--- src/rtl/rsrx_01a_pkg.sv ---
// ---------------------------------------------------------------------------
// rsrx_01a_pkg
// Shared definitions for the 8N1 serial link: receiver state encodings and the
// default bit period, so the transmitter and receiver agree on the baud rate.
// Contents:
//   rx_state_t          - 2-bit receiver state encoding
//   RS_CLK_DIV_DEFAULT  - F25Clk cycles per bit for 115200 baud at 25 MHz
//   rs_cnt_width()      - width of a down-counter that must hold div-1
// ---------------------------------------------------------------------------
package rsrx_01a_pkg;

   // Fixed encodings so that any state dump or debug probe reads the same
   // numbers on both sides of the link.
   typedef enum logic [1:0] {
      ST_IDLE  = 2'd0,
      ST_START = 2'd1,
      ST_DATA  = 2'd2,
      ST_STOP  = 2'd3
   } rx_state_t;

   // 25 MHz / 115200 baud, rounded to the nearest whole cycle.
   localparam int unsigned RS_CLK_DIV_DEFAULT = 217;

   // A counter that is loaded with div-1 and counts down to 0 needs
   // clog2(div) bits; never return less than one bit.
   function automatic int unsigned rs_cnt_width(input int unsigned div);
      int unsigned w;
      w = $clog2(div);
      if (w < 1) begin
         w = 1;
      end
      return w;
   endfunction

endpackage

--- src/rtl/rsrx_01a_sync2.sv ---
// ---------------------------------------------------------------------------
// sync2_01a
// Two-flop synchronizer for a single asynchronous input. Both flops reset to
// RESET_VAL so the synchronized output starts at the line's idle level.
// Ports:
//   clk    in   sampling clock
//   rst_n  in   asynchronous active-low reset
//   d      in   asynchronous input
//   q      out  synchronized copy of d, two clk cycles late
// ---------------------------------------------------------------------------
module sync2_01a #(
   parameter logic RESET_VAL = 1'b1
) (
   input  logic clk,
   input  logic rst_n,
   input  logic d,
   output logic q
);

   logic meta_q;
   logic sync_q;

   // The first flop may go metastable; the second gives it a full cycle to
   // settle before anything downstream looks at the value.
   always_ff @(posedge clk or negedge rst_n) begin
      if (!rst_n) begin
         meta_q <= RESET_VAL;
         sync_q <= RESET_VAL;
      end else begin
         meta_q <= d;
         sync_q <= meta_q;
      end
   end

   assign q = sync_q;

endmodule

--- src/rtl/rsrx_01a.sv ---
// ---------------------------------------------------------------------------
// rsrx_01a
// 8N1 serial receiver. Synchronizes the RX pin, finds the falling start edge,
// samples each bit at its centre and presents the received byte with a
// one-cycle valid strobe, or a one-cycle framing-error strobe when the stop
// bit is low.
// Parameters:
//   CLK_DIV   F25Clk cycles per bit (4..4095)
//   HALF_DIV  cycles from start-edge detection to the start-bit mid-sample
// Ports:
//   F25Clk          in   system clock, rising edge
//   reset_n         in   asynchronous active-low reset
//   rxSerialData    in   serial line, idle high, asynchronous to F25Clk
//   rxParallelData  out  last correctly received byte
//   rxValid         out  one-cycle pulse when rxParallelData is updated
//   rxFrameErr      out  one-cycle pulse when the stop bit is sampled low
//   rxStatus        out  high while a frame is in progress
// ---------------------------------------------------------------------------
module rsrx_01a
   import rsrx_01a_pkg::*;
#(
   parameter int unsigned CLK_DIV  = RS_CLK_DIV_DEFAULT,
   parameter int unsigned HALF_DIV = CLK_DIV / 2
) (
   input  logic       F25Clk,
   input  logic       reset_n,
   input  logic       rxSerialData,
   output logic [7:0] rxParallelData,
   output logic       rxValid,
   output logic       rxFrameErr,
   output logic       rxStatus
);

   localparam int unsigned CW = rs_cnt_width(CLK_DIV);
   localparam logic [CW-1:0] RELOAD_FULL = CW'(CLK_DIV - 1);
   localparam logic [CW-1:0] RELOAD_HALF = CW'(HALF_DIV - 1);

   logic            rx_sync;
   logic            fall_edge;

   rx_state_t       state_q,   state_d;
   logic [CW-1:0]   cnt_q,     cnt_d;
   logic [2:0]      bit_idx_q, bit_idx_d;
   logic [7:0]      shreg_q,   shreg_d;
   logic [7:0]      data_q,    data_d;
   logic            valid_q,   valid_d;
   logic            err_q,     err_d;
   logic            status_q,  status_d;
   logic            rx_prev_q, rx_prev_d;
   logic [1:0]      flush_q,   flush_d;
   logic            armed_q,   armed_d;

   sync2_01a #(
      .RESET_VAL (1'b1)
   ) u_sync (
      .clk   (F25Clk),
      .rst_n (reset_n),
      .d     (rxSerialData),
      .q     (rx_sync)
   );

   // The synchronizer flops reset high, so if the pin is low when reset is
   // released the synchronized line would appear to fall. flush_q waits until
   // the synchronizer holds a real pin sample, and armed_q only opens the edge
   // detector once that real sample has been seen high.
   assign fall_edge = armed_q && rx_prev_q && !rx_sync;

   // Next-state logic for the whole receiver: the frame FSM, the bit timer,
   // the shift register and the registered output strobes.
   always_comb begin
      state_d   = state_q;
      cnt_d     = cnt_q;
      bit_idx_d = bit_idx_q;
      shreg_d   = shreg_q;
      data_d    = data_q;
      valid_d   = 1'b0;
      err_d     = 1'b0;
      rx_prev_d = rx_sync;
      flush_d   = {flush_q[0], 1'b1};
      armed_d   = armed_q || (flush_q[1] && rx_sync);

      unique case (state_q)
         ST_IDLE: begin
            if (fall_edge) begin
               cnt_d   = RELOAD_HALF;
               state_d = ST_START;
            end
         end
         ST_START: begin
            // A line that is high again at mid-start was a glitch.
            if (cnt_q == '0) begin
               if (!rx_sync) begin
                  cnt_d     = RELOAD_FULL;
                  bit_idx_d = 3'd0;
                  state_d   = ST_DATA;
               end else begin
                  state_d = ST_IDLE;
               end
            end else begin
               cnt_d = cnt_q - CW'(1);
            end
         end
         ST_DATA: begin
            // LSB arrives first, so shifting in at the MSB leaves bit 0 at
            // the bottom after eight samples.
            if (cnt_q == '0) begin
               shreg_d   = {rx_sync, shreg_q[7:1]};
               cnt_d     = RELOAD_FULL;
               bit_idx_d = bit_idx_q + 3'd1;
               if (bit_idx_q == 3'd7) begin
                  state_d = ST_STOP;
               end
            end else begin
               cnt_d = cnt_q - CW'(1);
            end
         end
         ST_STOP: begin
            // Leaving at mid-stop gives half a bit of slack to catch the
            // next start edge of a back-to-back frame.
            if (cnt_q == '0) begin
               if (rx_sync) begin
                  data_d  = shreg_q;
                  valid_d = 1'b1;
               end else begin
                  err_d = 1'b1;
               end
               state_d = ST_IDLE;
            end else begin
               cnt_d = cnt_q - CW'(1);
            end
         end
         default: begin
            state_d = ST_IDLE;
         end
      endcase

      status_d = (state_d != ST_IDLE);
   end

   // All receiver state and outputs update together; reset drops any partial
   // frame and returns every output to its idle value at once.
   always_ff @(posedge F25Clk or negedge reset_n) begin
      if (!reset_n) begin
         state_q   <= ST_IDLE;
         cnt_q     <= '0;
         bit_idx_q <= 3'd0;
         shreg_q   <= 8'h00;
         data_q    <= 8'h00;
         valid_q   <= 1'b0;
         err_q     <= 1'b0;
         status_q  <= 1'b0;
         rx_prev_q <= 1'b1;
         flush_q   <= 2'b00;
         armed_q   <= 1'b0;
      end else begin
         state_q   <= state_d;
         cnt_q     <= cnt_d;
         bit_idx_q <= bit_idx_d;
         shreg_q   <= shreg_d;
         data_q    <= data_d;
         valid_q   <= valid_d;
         err_q     <= err_d;
         status_q  <= status_d;
         rx_prev_q <= rx_prev_d;
         flush_q   <= flush_d;
         armed_q   <= armed_d;
      end
   end

   assign rxParallelData = data_q;
   assign rxValid        = valid_q;
   assign rxFrameErr     = err_q;
   assign rxStatus       = status_q;

endmodule

--- config.mk ---
export PLATFORM = sky130hd
export DESIGN_NAME = rsrx_01a
export DESIGN_NICKNAME = d
export VERILOG_FILES = /design/src/rtl/rsrx_01a_pkg.sv /design/src/rtl/rsrx_01a_sync2.sv /design/src/rtl/rsrx_01a.sv
export SDC_FILE = /design/constraint.sdc
export NUM_CORES = 1
export LEC_CHECK = 0
export ABC_CLOCK_PERIOD_IN_PS = 4650
export CORE_ASPECT_RATIO = 0.75
export CORE_MARGIN = 4
export CORE_UTILIZATION = 45
export CTS_BUF_LIST = sky130_fd_sc_hd__clkbuf_4
export CTS_CLUSTER_SIZE = 10
export DETAILED_ROUTE_END_ITERATION = 10
export HOLD_SLACK_MARGIN = 0.03
export PLACE_DENSITY = 0.62
export SLEW_MARGIN = 20
export SYNTH_ARGS = -nofsm -noshare
export SYNTH_HDL_FRONTEND = slang
export SYNTH_HIERARCHICAL = 1
export SYNTH_SLANG_ARGS = --single-unit
--- constraint.sdc ---
create_clock -name F25Clk -period 4.65 [get_ports F25Clk]
set_clock_uncertainty 0.2 [all_clocks]
set_input_delay 0.93 -clock F25Clk [delete_from_list [all_inputs] [get_ports F25Clk]]
set_output_delay 0.93 -clock F25Clk [all_outputs]
set_load 0.02 [all_outputs]
After elaboration in Yosys (flattened, before gate mapping) --
Index checks and enable logic that the tools add are counted.
Storage, ports and cells: bits in registers 38, bits of input ports 3, output and inout port bits 11, logic and storage cells 61
Operators by class: add/subtract/negate cells 2, equal/unequal tests 10, mux-type cells 23, reductions and logical operators 13
Operators with widths (number):
- $mux W8 | 5
- $pmux W8 S4 | 1
- $mux W2 | 6
- $ne A2 B2 Y1 const B | 5
- $mux W3 | 3
- $logic_not A8 Y1 | 1
- $pmux W2 S4 | 1
- $sub A8 B1 Y8 const B | 1
- $mux W1 | 6
- $pmux W3 S2 | 1
- $reduce_and A3 Y1 | 2
- $eq A2 B2 Y1 const B | 2
- $reduce_and A4 Y1 | 1
- $reduce_bool A2 Y1 | 2
- $add A3 B1 Y3 const B | 1
- $eq A3 B3 Y1 const B | 1
- $logic_and A1 B1 Y1 | 3
- $ne A3 B3 Y1 const B | 1
- $eq A2 B1 Y1 const B | 1
- $logic_not A2 Y1 | 1
- $reduce_and A2 Y1 | 1
- $logic_not A1 Y1 | 1
- $logic_or A1 B1 Y1 | 1

Depth between registers and ports, before layout --
depth after elaboration 5, mapped depth 7, depth with buffers taken out 6

Cells and area by module --
The synthesis kept the hierarchy.
Modules (own cells, without submodules):
- rsrx_01a | instances 1, cells each 151, area an instance 1767.9 um^2, seq. area each 902.1 um^2
- sync2_01a | instances 1, cells each 2, area an instance 52.6 um^2, seq. area each 52.6 um^2

Worst setup path after synthesis --
Ideal clock, no wire load.
kind reg-to-reg, from reg cnt_q[0], to reg shreg_q[0], library setup time 125 ps, arrival time 1642 ps, data required time 4325 ps, setup slack 2683 ps, stages on the path, launching flop included 8, buffers on the path 1, clock period less this slack 1967 ps, path through dfrtp_1 -> inv_1 -> ha_1 -> nor3b_2 -> buf_2 -> and2_1 -> nand2_2 -> mux2_2
Between the ends: longest elaborated chain between the ends 2
RTL lines:
- start: declaration | line rsrx_01a.sv:42 | logic [CW-1:0] cnt_q, cnt_d;
- start signal: assignment | line rsrx_01a.sv:157 | cnt_q <= cnt_d;
- $logic_not A8 Y1 | line rsrx_01a.sv:106 | if (cnt_q == '0) begin
- $reduce_and A2 Y1 (no source line)
- end signal: assignment | line rsrx_01a.sv:159 | shreg_q <= shreg_d;
- end: declaration | line rsrx_01a.sv:44 | logic [7:0] shreg_q, shreg_d;
No other way between the ends. A chain may end at the register's enable or synchronous reset.

Worst setup path in the final report --
from reg cnt_q[0], to reg data_q[3], in the netlist rxParallelData[3]
Between the ends: longest elaborated chain between the ends 2
RTL lines:
- $logic_not A8 Y1 | line rsrx_01a.sv:120 | if (cnt_q == '0) begin
- $reduce_and A3 Y1 (no source line)
- end signal: assignment | line rsrx_01a.sv:160 | data_q <= data_d;
- end: declaration | line rsrx_01a.sv:45 | logic [7:0] data_q, data_d;
No other way between the ends.

==> impl_metrics.tcl <==
set metrics [dict create \
    clk_transition_reported_paths_ns 0.11 \
    post_cts_resized 0 \
    min_delay_worst_endpoint "u_sync/q$_DFF_PN1_" \
    remaining_drc_errors 0 \
    worst-slew-pin-transition_ns 0.822 \
    fin_nets 180 \
    run_status "completed" \
    power.net_switching_uw 466 \
    critical_path.startpoint_type "flop" \
    n_fill_cell 311 \
    dp.final_hpwl_um 2330 \
    area_after_dpl_um2 1990 \
    insertion_delay_ns 0.34 \
    final-instance-count-excl-fill 222 \
    grtUsageTotal 0.146 \
    dpl_worst_slack_ns 2.13 \
    post-cts-setup-buffers 0 \
    switching_share 0.411 \
    totalNegativeSetupSlack_ns 0 \
    min_path_type "flop to flop" \
    combPwrFrac 0.450 \
    mostFrequentLayoutCell "dfrtp_1" \
    grt_max_degree 39 \
    floorplan.die.width_um 81.4 \
    clock_power_share 0.146 \
    final_layout_size_suffix_gt1_frac 0.218 \
    drt-initial-drc-count 80 \
    layout_common_cells "dfrtp_1 (35), mux2_2 (17), clkdlybuf4s50_1 (12)" \
    syn_inst 153 \
    timing.critical_path.to_type "flop" \
    cellInternalPower_uw 668 \
    drt-pass1-iter-count 4 \
    total_leakage_power_nw 0.949 \
    netlist_area_um2 1820 \
    rr_startpoint "cnt_q[0]$_DFFE_PN0P_" \
    crit_path_setup_slack_layout_ns 2.10 \
    post_drt_wl_per_cell_um 14.8 \
    core-area_um2 3780 \
    avgViaCountPerCell 5.61 \
    fmaxAchievable_ghz 0.392 \
    wl_um 3280 \
    initial_antenna_violation_count 0 \
    antenna_cells_inserted 0 \
    rows 19 \
    clock_tree.htree_level_count 2 \
    worst_reg2reg_path_depth 6 \
    seq_area_frac_synth 0.524 \
    number_of_warnings_printed_during_yosys_synthesis 6 \
    max_cap_violations 0 \
    arrival_time_of_the_worst_setup_path_ns 2.58 \
    area_growth_pct 12.4 \
    total_clock_buffers_created_by_cts 5 \
    sequential_fraction_of_design_power 0.404 \
    number_of_pins_with_negative_max_slew_slack_in_the_final_report 0 \
    tritoncts_num_sinks 38 \
    first_pass_grt_wire_length_um 5690 \
    fin_crit_sh 0.549 \
    synth_enable_flop_cells 0 \
    die_footprint_um2 5140 \
    tritoncts "done" \
    cts_root_buf "clkbuf_4" \
    slew_headroom 0.448 \
    critPathKind "flop to flop" \
    postCtsHoldBufs 0 \
    rsz0062_at_grt "false" \
    postSynthAreaPerCell_um2 11.9 \
    synth_cell_types 45 \
    clock_path_buffers 2 \
    cp_max_fo 12 \
    floorplan.initialDensity 0.482 \
    floorplan.die.height_um 63.1 \
    num_vias 1246 \
    post-route-util 0.542 \
    timing.hold.worst_path_depth 0 \
    design.portCount 14 \
    globalRouteOverflowTotal 0 \
    timing.reg2reg.setup_slack_ns 2.10 \
    port_buffers 13 \
    grt_pass1_vias 1233 \
    min_period_ns 2.55 \
    synth.ff_latch_count 38 \
    critical_path_required_ns 4.68 \
    timing.final.hold_violations 0 \
    globalplace.congestion 0.769 \
    top_reg_cell_synth "dfrtp_1" \
    asyncSetResetFlopFracSynth 1.00 \
    design_area_um2 2050 \
    antenna_violating_nets_post_route 0 \
    power_mw 1.13 \
    dpl_cells 214 \
    ir_drop_uv 370 \
    rr_endpoint "rxParallelData[3]$_DFFE_PN0P_" \
    holdWs_ns 0.161 \
    timing.final.setup_violations 0 \
    power_density_nw_per_um2 554 \
    mappedNetlistNets 164 \
    holdCritStartpoint "u_sync/meta_q$_DFF_PN1_" \
]
[worst max-delay path by stage]
stage,start,to,slack [ns]
final,cnt_q[0]$_DFFE_PN0P_,rxParallelData[3]$_DFFE_PN0P_,2.10
after floorplan,cnt_q[0]$_DFFE_PN0P_,shreg_q[0]$_DFFE_PN0P_,2.68
after global routing,cnt_q[0]$_DFFE_PN0P_,rxParallelData[2]$_DFFE_PN0P_,1.92
after global placement,cnt_q[0]$_DFFE_PN0P_,rxParallelData[2]$_DFFE_PN0P_,2.22
after CTS,cnt_q[0]$_DFFE_PN0P_,rxParallelData[3]$_DFFE_PN0P_,2.12
after detailed placement,cnt_q[0]$_DFFE_PN0P_,rxParallelData[3]$_DFFE_PN0P_,2.13
[power by group through the flow]
stage	clock network (mW)	logic [mW]	registers, mW
3_3_place_gp	0	0.487	0.459
5_1_grt	0.187	0.562	0.468
3_5_place_dp	0	0.503	0.462
2_1_floorplan	0	0.401	0.452
6_report	0.165	0.510	0.458
4_1_cts	0.172	0.506	0.457
[synth_stat cells, types with 3 or more instances]
cell / n / area share
nand2_1: 5 / 0.010
a31oi_1: 4 / 0.014
dfrtp_1: 35 / 0.48
a21oi_1: 9 / 0.025
mux2i_1: 3 / 0.016
nor3_1: 6 / 0.016
nand3_1: 3 / 0.0082
mux2_2: 17 / 0.11
ha_1: 8 / 0.055
a21o_1: 4 / 0.016
inv_1: 11 / 0.023
nor2_1: 5 / 0.010
dfstp_2: 3 / 0.043
[area by class of cell]
class	instances	area (µm²)	share of cell area
Clock buffer	6	45.0	0.0220
Clock inverter	2	8.76	0.00428
Inverter	11	41.3	0.0202
Multi-Input combinational cell	100	807	0.394
Sequential cell	38	955	0.466
Tap cell	52	65.1	0.0318
Timing Repair Buffer	13	125	0.0611
[layer usage]
layer	global-route usage	wire length (µm)	vias up
li1	-	-	587
met1	0.207	1690	630
met2	0.204	1390	24
met3	0.0427	139	5
met4	0.0633	57	0
met5	0	0	-
[sequential cells by signal (all words and copies together), names as in the netlist, 2 cells and up]
name,flops
rxParallelData,8
bit_idx_q,3
flush_q,2
cnt_q,8
state_q,2
shreg_q,8
[worst max-delay path, cell delays in order, from the launching register on]
cell and delay (ns):
dfrtp_1 0.44, inv_1 0.10, ha_1 0.15, nor3b_2 0.59, nand2_2 0.17, nor3_4 0.39
mux2_2 0.39
[logic make-up (layout without fill, tap and decap cells)]
| logic type | count (synthesis) | after routing | synth area share |
|---|---|---|---|
| flip-flops | 38 | 38 | 0.524 |
| AND/OR/NAND/NOR | 34 | 34 | 0.115 |
| buffers and inverters | 15 | 32 | 0.0323 |
| AO/OA/AOI/OAI | 36 | 36 | 0.144 |
| XOR/XNOR | 1 | 1 | 0.00481 |
| adder cells (fa/ha/maj) | 8 | 8 | 0.0550 |
| multiplexers | 20 | 20 | 0.122 |
| other | 1 | 1 | 0.00206 |
Power figures use the tool's default switching activity.
